[config.mk]
export PLATFORM = sky130hd
export DESIGN_NAME = maq_dispensa
export DESIGN_NICKNAME = d
export VERILOG_FILES = /design/src/rtl/maq_pkg.sv /design/src/rtl/maq_timeout.sv /design/src/rtl/maq_dispensa.sv
export SDC_FILE = /design/constraint.sdc
export NUM_CORES = 1
export LEC_CHECK = 0
export CORE_UTILIZATION = 50
export CTS_BUF_LIST = sky130_fd_sc_hd__clkbuf_4
export CTS_CLUSTER_SIZE = 28
export DETAILED_ROUTE_END_ITERATION = 6
export DONT_BUFFER_PORTS = 1
export GPL_TIMING_DRIVEN = 0
export PLACE_DENSITY = 0.72
export SETUP_SLACK_MARGIN = 0.05
export SLEW_MARGIN = 20
export SYNTH_ARGS = -nofsm -noshare
export SYNTH_HDL_FRONTEND = slang
export SYNTH_SLANG_ARGS = --single-unit
export TNS_END_PERCENT = 5
[constraint.sdc]
create_clock -name clk -period 2.6 [get_ports clk]
set_input_delay 0.65 -clock clk [delete_from_list [all_inputs] [get_ports clk]]
set_output_delay 0.65 -clock clk [all_outputs]
set_load 0.02 [all_outputs]
[src/rtl/maq_pkg.sv]
// Shared definitions for the drink dispenser: state codes, coin-type codes
// and coin values in 25-cent units.
package maq_pkg;

  typedef enum logic [2:0] {
    OCIOSO = 3'd0,
    VALIDA = 3'd1,
    REFRI  = 3'd2,
    MOEDA  = 3'd3,
    PAUSA  = 3'd4,
    ERRO   = 3'd5
  } estado_t;

  localparam logic [1:0] TIPO_NENHUMA = 2'b00;
  localparam logic [1:0] TIPO_25      = 2'b01;
  localparam logic [1:0] TIPO_50      = 2'b10;

  localparam logic [3:0] VALOR_25 = 4'd1;
  localparam logic [3:0] VALOR_50 = 4'd2;

  // Largest coin that still fits in the remaining change.
  function automatic logic [1:0] tipo_moeda(input logic [3:0] troco);
    return (troco >= VALOR_50) ? TIPO_50 : TIPO_25;
  endfunction

endpackage

[src/rtl/maq_timeout.sv]
// Actuator acknowledge watchdog: counts cycles spent waiting for an ack and
// flags the cycle in which the wait would reach TIMEOUT.
module maq_timeout #(
  parameter int TIMEOUT = 15
) (
  input  logic clk,
  input  logic rst,
  input  logic clear,
  input  logic count_en,
  output logic expired
);

  localparam int CW = (TIMEOUT > 1) ? $clog2(TIMEOUT) : 1;
  localparam logic [CW-1:0] LAST = CW'(TIMEOUT - 1);

  logic [CW-1:0] count;

  // Only a missed-ack cycle can expire, so an ack on the final cycle wins.
  assign expired = count_en && (count == LAST);

  always_ff @(negedge clk or negedge rst) begin
    if (!rst) begin
      count <= '0;
    end else if (clear) begin
      count <= '0;
    end else if (count_en && !expired) begin
      count <= count + 1'b1;
    end
  end

endmodule

[src/rtl/maq_dispensa.sv]
// Vending machine controller: validates credit, dispenses a drink and returns
// change coin by coin, with an ack watchdog that locks into an error state.
module maq_dispensa
  import maq_pkg::*;
#(
  parameter int TIMEOUT = 15
) (
  input  logic       clk,
  input  logic       rst,
  input  logic       pedido,
  input  logic [3:0] credito,
  input  logic [3:0] preco,
  input  logic       refri_ack,
  input  logic       moeda_ack,
  output logic       pronto,
  output logic       refri_req,
  output logic       moeda_req,
  output logic [1:0] moeda_tipo,
  output logic       erro,
  output logic [2:0] saida_estado
);

  estado_t    state, state_nxt;
  logic [3:0] troco, troco_nxt;
  logic [3:0] credito_q, preco_q;
  logic       load;
  logic       clear, count_en, expired;

  // Change left after ejecting one coin; never wraps below zero.
  function automatic logic [3:0] troco_apos(input logic [3:0] t);
    if (t >= VALOR_50)      return t - VALOR_50;
    else if (t >= VALOR_25) return t - VALOR_25;
    else                    return '0;
  endfunction

  assign count_en = ((state == REFRI) && !refri_ack) ||
                    ((state == MOEDA) && !moeda_ack);
  assign clear    = ((state_nxt == REFRI) || (state_nxt == MOEDA)) &&
                    (state_nxt != state);

  maq_timeout #(.TIMEOUT(TIMEOUT)) u_timeout (
    .clk      (clk),
    .rst      (rst),
    .clear    (clear),
    .count_en (count_en),
    .expired  (expired)
  );

  always_comb begin
    state_nxt = state;
    troco_nxt = troco;
    load      = 1'b0;
    case (state)
      OCIOSO: begin
        if (pedido) begin
          load      = 1'b1;
          state_nxt = VALIDA;
        end
      end
      VALIDA: begin
        if (credito_q >= preco_q) begin
          troco_nxt = credito_q - preco_q;
          state_nxt = REFRI;
        end else begin
          troco_nxt = credito_q;
          state_nxt = (credito_q == '0) ? OCIOSO : MOEDA;
        end
      end
      REFRI: begin
        if (refri_ack)    state_nxt = (troco != '0) ? MOEDA : OCIOSO;
        else if (expired) state_nxt = ERRO;
      end
      MOEDA: begin
        if (moeda_ack) begin
          troco_nxt = troco_apos(troco);
          state_nxt = PAUSA;
        end else if (expired) begin
          state_nxt = ERRO;
        end
      end
      PAUSA:   state_nxt = (troco != '0) ? MOEDA : OCIOSO;
      ERRO:    state_nxt = ERRO;
      default: begin
        state_nxt = OCIOSO;
        troco_nxt = '0;
      end
    endcase
  end

  always_ff @(negedge clk or negedge rst) begin
    if (!rst) begin
      state <= OCIOSO;
      troco <= '0;
    end else begin
      state <= state_nxt;
      troco <= troco_nxt;
    end
  end

  // Purchase operands are data only; they are always written before use.
  always_ff @(negedge clk) begin
    if (load) begin
      credito_q <= credito;
      preco_q   <= preco;
    end
  end

  assign pronto       = (state == OCIOSO);
  assign refri_req    = (state == REFRI);
  assign moeda_req    = (state == MOEDA);
  assign moeda_tipo   = (state == MOEDA) ? tipo_moeda(troco) : TIPO_NENHUMA;
  assign erro         = (state == ERRO);
  assign saida_estado = state;

endmodule

Word level (Yosys, flattened, before mapping)
Cells that the tools add are included.

Add/subtract/negate cells: 4. Order comparisons: 3. Equality and inequality tests: 10. Multiplexer cells: 19. Bitwise gates (word level): 1. Reduce and logical (&&, ||, !) cells: 16.

Operators with widths (number): 4-bit two-way mux (6); 3-bit one-hot mux with 6 select lines (1); 3-bit by 2-bit equality test with 1-bit output, second input constant (4); 3-bit two-way mux (4); 4-bit one-hot mux with 3 select lines (1); 2-bit two-way mux (5); 3-bit equality test, second input constant (2); 1-bit logical AND (5); 4-bit by 1-bit adder with 4-bit output, second input constant (1); 4-bit equality test, second input constant (1); 4-bit by 1-bit >= comparator with 1-bit output, second input constant (1); 4-bit by 2-bit >= comparator with 1-bit output, second input constant (1); 4-bit >= comparator (1); 4-bit logical NOT (1); 4-bit nonzero test (1); 4-bit OR reduction (1); 4-bit by 1-bit subtractor with 4-bit output, second input constant (1); 4-bit by 2-bit subtractor with 4-bit output, second input constant (1); 4-bit subtractor (1); 3-bit by 1-bit equality test with 1-bit output, second input constant (1); 1-bit logical NOT (3); 3-bit logical NOT (1); 3-bit inequality test (1); 1-bit logical OR (2); 5 further kinds (6).

Flip-flop bits (word level): 19. Input bits: 13. Output and inout bits: 9. Word-level logic and storage cells: 58.

Logic depth before layout (Yosys ltp)
Gate-level depths: netlist (run 1).

Depth in word-level cells: 11. Depth in mapped cells: 7. Gate-level depth less buffers: 7.

Modules after synthesis
From an unflattened synthesis (run 1), not the netlist that was laid out.

Cells, all modules: 148. Area, all modules: 1358.8 um^2.

By module, submodules not included: maq_dispensa (instances 1, cells an instance 124, area each 1104.8 um^2, seq. area each 415.4 um^2); maq_timeout (instances 1, cells an instance 24, area each 254.0 um^2, seq. area each 100.1 um^2).

==> metrics.md, run 1 <==
| Metric | Value |
|---|---|
| Fin nets | `180` |
| Routed len/inst | `14.3 um` |
| Synth Cell Area | `1340 um^2` |
| Grt total ovfl | `0` |
| CP Class | `flop to output pin` |
| Clock Tree Buf Depth | `2` |
| Synth area leaders | `dfrtn_1 (21%), edfxtp_1 (18%), ha_1 (11%)` |
| WL final | `around 2.6 mm` |
| Worst Clk Skew | `0.0684 ns` |
| Met1 Use GR | `0.234` |
| Initial Utilization | `0.536` |
| Post-Synthesis Cells | `between 100 and 150` |
| Detail Placement HPWL | `1.91 mm` |
| Hold Vio Cnt, Final | `0` |
| Num rows | `18` |
| Die H | `approximately 54 um` |
| Failing checks | `setup timing` |
| Number of synthesized flops with an enable pin | `8` |
| Die ar. | `2890 um^2` |
| DP Cell Count | `164` |
| Worst-Skew Late Latency | `about 0.37 ns` |
| Critical Path RT | `1.95 ns` |
| Slew @ Worst Pin | `0.620 ns` |
| CP delay by family, top | `flip-flops` |
| DRT iter0 DRCs | `19` |
| CP bufs+invs | `2` |
| Leakage power | `0.668 nW` |
| Die extent in x | `53.8 um` |
| Vias per Instance | `5.81` |
| Largest net degree at the start of global routing | `12` |
| Synthesis-to-finish area growth | `14.4%` |
| Async S/R FF share, synth | `0.579` |
| CP Capture Type | `output pin` |
| Post-DRT Antenna Nets | `0` |
| Status | `complete, but fails checks` |
| Synth Area per Inst | `10.0 um^2` |
| I/O Buffers | `0` |
| Root Driver | `clkbuf_4` |
| CP Max Fanout | `5` |
| Flops & latches, synth | `19` |
| Yosys top cell area share | `0.205` |
| Slowest-stage cell, CP | `dfrtn_1` |
| Cell accounting for the most synthesized area | `dfrtn_1` |
| CTS tree | `built` |
| Worst path cell trace | `buf_6, inv_1, nor2_4, and2_4` |
| Synth warn | `0` |
| TritonRoute pass-1 iters | `4` |
| Distinct cells, synth | `just under 50` |
| Worst EP arrival | `2.86 ns` |
| TritonCTS Buffers | `3` |
| Syn Nets | `160` |
| Setup ws final | `-0.909 ns` |
| Max incr delay on CP | `0.57 ns` |
| Routability Congestion | `0.812` |
| Initial antenna violation count | `0` |
| Rel. slew slack | `0.584` |
| Post-route DRC | `0` |
| All-Layer GR Usage | `0.212` |
| Maxcap violations | `0` |
| Worst slack, placed | `-0.721 ns` |
| DR vias | `~1.1k` |
| Most common cell after layout, fill and taps aside | `inv_1` |
| Most frequent cells in the layout | `inv_1 (21), ha_1 (11), dfrtn_1 (11)` |
| Power Dens Cells | `1170 nW/um^2` |
| Layout cell share with drive strength beyond 1 | `0.209` |
| Seq/Total Area, Yosys | `0.385` |
| Vias in the first global route | `1002` |
| CTS sink cnt | `19` |
| Final total power | `approximately 1.8 mW` |
| Worst min-delay path class | `flop to flop` |
| Global-route wire length before repair | `4.29 mm` |
| Startpoint types | `flop` |
| CTS clk-pin slew, worst paths | `0.08 ns` |
| Non-Filler Instances | `~180` |
| RSZ-0062 raised after global routing | `yes` |
| Ys flop type | `dfrtn_1` |
| IO Count | `22` |
| Core area | `2500 um^2` |
| Hold buffer count at cts | `0` |
| Htree depth | `1` |
| ANT cells | `0` |
| GRT met2 Usage | `0.377` |
| GR peak layer | `met2` |
| Setup violations, final | `13` |
| Worst ir drop on vdd | `0.000755 V` |
| Met3 Usage GRT | `0.0452` |
| Fin. max-slew vios | `0` |
## area by class of cell
type	instances	area (um^2)
fill	222	967
multi-input combinational	97	781
sequential	19	515
inverter	15	60.1
timing repair buffer	8	56.3
clock inverter	9	37.5
tap	30	37.5
clock buffer	3	22.5
buffer	2	22.5
## registers in the layout, indices dropped and copies added, names as in the netlist
name             cells
credito_q            4
preco_q              4
troco                4
u_timeout.count      4
saida_estado         3
## repair_timing
item / 4_1_cts / 5_1_grt
gates cloned: 0 / 0
buffers inserted: 8 / 0
endpoints found under the hold margin: 0 / 0
setup endpoints to repair: 21 / 17
pin swaps: 3 / 1
gates resized for setup: 8 / 2
## stage by stage
step                      TNS (ns)  utilization  cell area, um^2  hold slack [ns]
after floorplan              -7.84            -             1350            0.426
after global placement      -10.02        0.556             1390            0.494
after detailed placement    -10.33        0.556             1390            0.493
after CTS                    -6.66        0.611             1530            0.526
after global routing         -7.40        0.613             1530            0.554
final                        -6.58        0.613             1530            0.518
## where the power goes
group	total (mW)	switching (mW)	leakage, nW	internal [mW]
clock	0.210	0.136	0.0566	0.0745
combinational	1.04	0.580	0.394	0.456
sequential	0.544	0.128	0.217	0.416
total	1.79	0.843	0.668	0.946
## worst reg2reg max path, delay by kind of cell (launching register included)
family                     cells  cell delay (ns)
AOI/OAI and AO/OA              3             0.95
DFF                            1             0.38
adders and majority gates      2             0.62
and+or+nand+nor                1             0.09
buffers and inverters          1             0.06
## metal layers
layer | up-vias | wire length, um
met5 | - | 0
li1 | 529 | -
met3 | 4 | 92
met1 | 501 | 1160
met4 | 0 | 47
met2 | 30 | 1330
## cell usage after synthesis, drive strengths merged (2+ instances only)
master   n
inv     16
ha      12
nor2    12
o21ai   12
dfrtn   11
edfxtp   8
a21oi    6
nand2    5
nor3     5
a31oi    4
nor4b    3
a21bo    2
buf      2
mux2i    2
nand2b   2
nand3    2
nor3b    2
or4b     2
xnor2    2
xor2     2
## kinds of logic after synthesis
group | after synthesis | synth area share
AND/OR/NAND/NOR | 44 | 0.217
flip-flops | 19 | 0.385
XOR/XNOR | 4 | 0.0261
buffers and inverters | 18 | 0.0616
adder cells (fa/ha/maj) | 13 | 0.127
multiplexers | 3 | 0.0233
AO/OA/AOI/OAI | 33 | 0.161
## worst paths after layout
| path | depth (start not counted) | from | end | slack [ns] |
|---|---|---|---|---|
| max in group asynchronous | 0 | rst | u_timeout.count[0] | 1.29 |
| hold / removal | 2 | u_timeout.count[3] | u_timeout.count[3] | 0.52 |
| setup / recovery | 4 | saida_estado[0] | moeda_tipo[0] | -0.91 |
| min in group asynchronous | 0 | rst | u_timeout.count[3] | 1.21 |
| hold reg to reg | 2 | u_timeout.count[3] | u_timeout.count[3] | 0.52 |
| setup reg to reg | 7 | credito_q[0] | u_timeout.count[2] | 0.27 |
No activity file was read; power rests on OpenSTA's default activity.
==> run 2, diff against run 1 <==
--- a/config.mk
+++ b/config.mk
@@ -7,6 +7,7 @@
 export LEC_CHECK = 0
 export CORE_UTILIZATION = 50
 export CTS_BUF_LIST = sky130_fd_sc_hd__clkbuf_4
+export CTS_CLUSTER_DIAMETER = 80
 export CTS_CLUSTER_SIZE = 28
 export DETAILED_ROUTE_END_ITERATION = 6
 export DONT_BUFFER_PORTS = 1
==> results of run 2 <==
Final layout, timing and power as in run 1 (identical DEF).
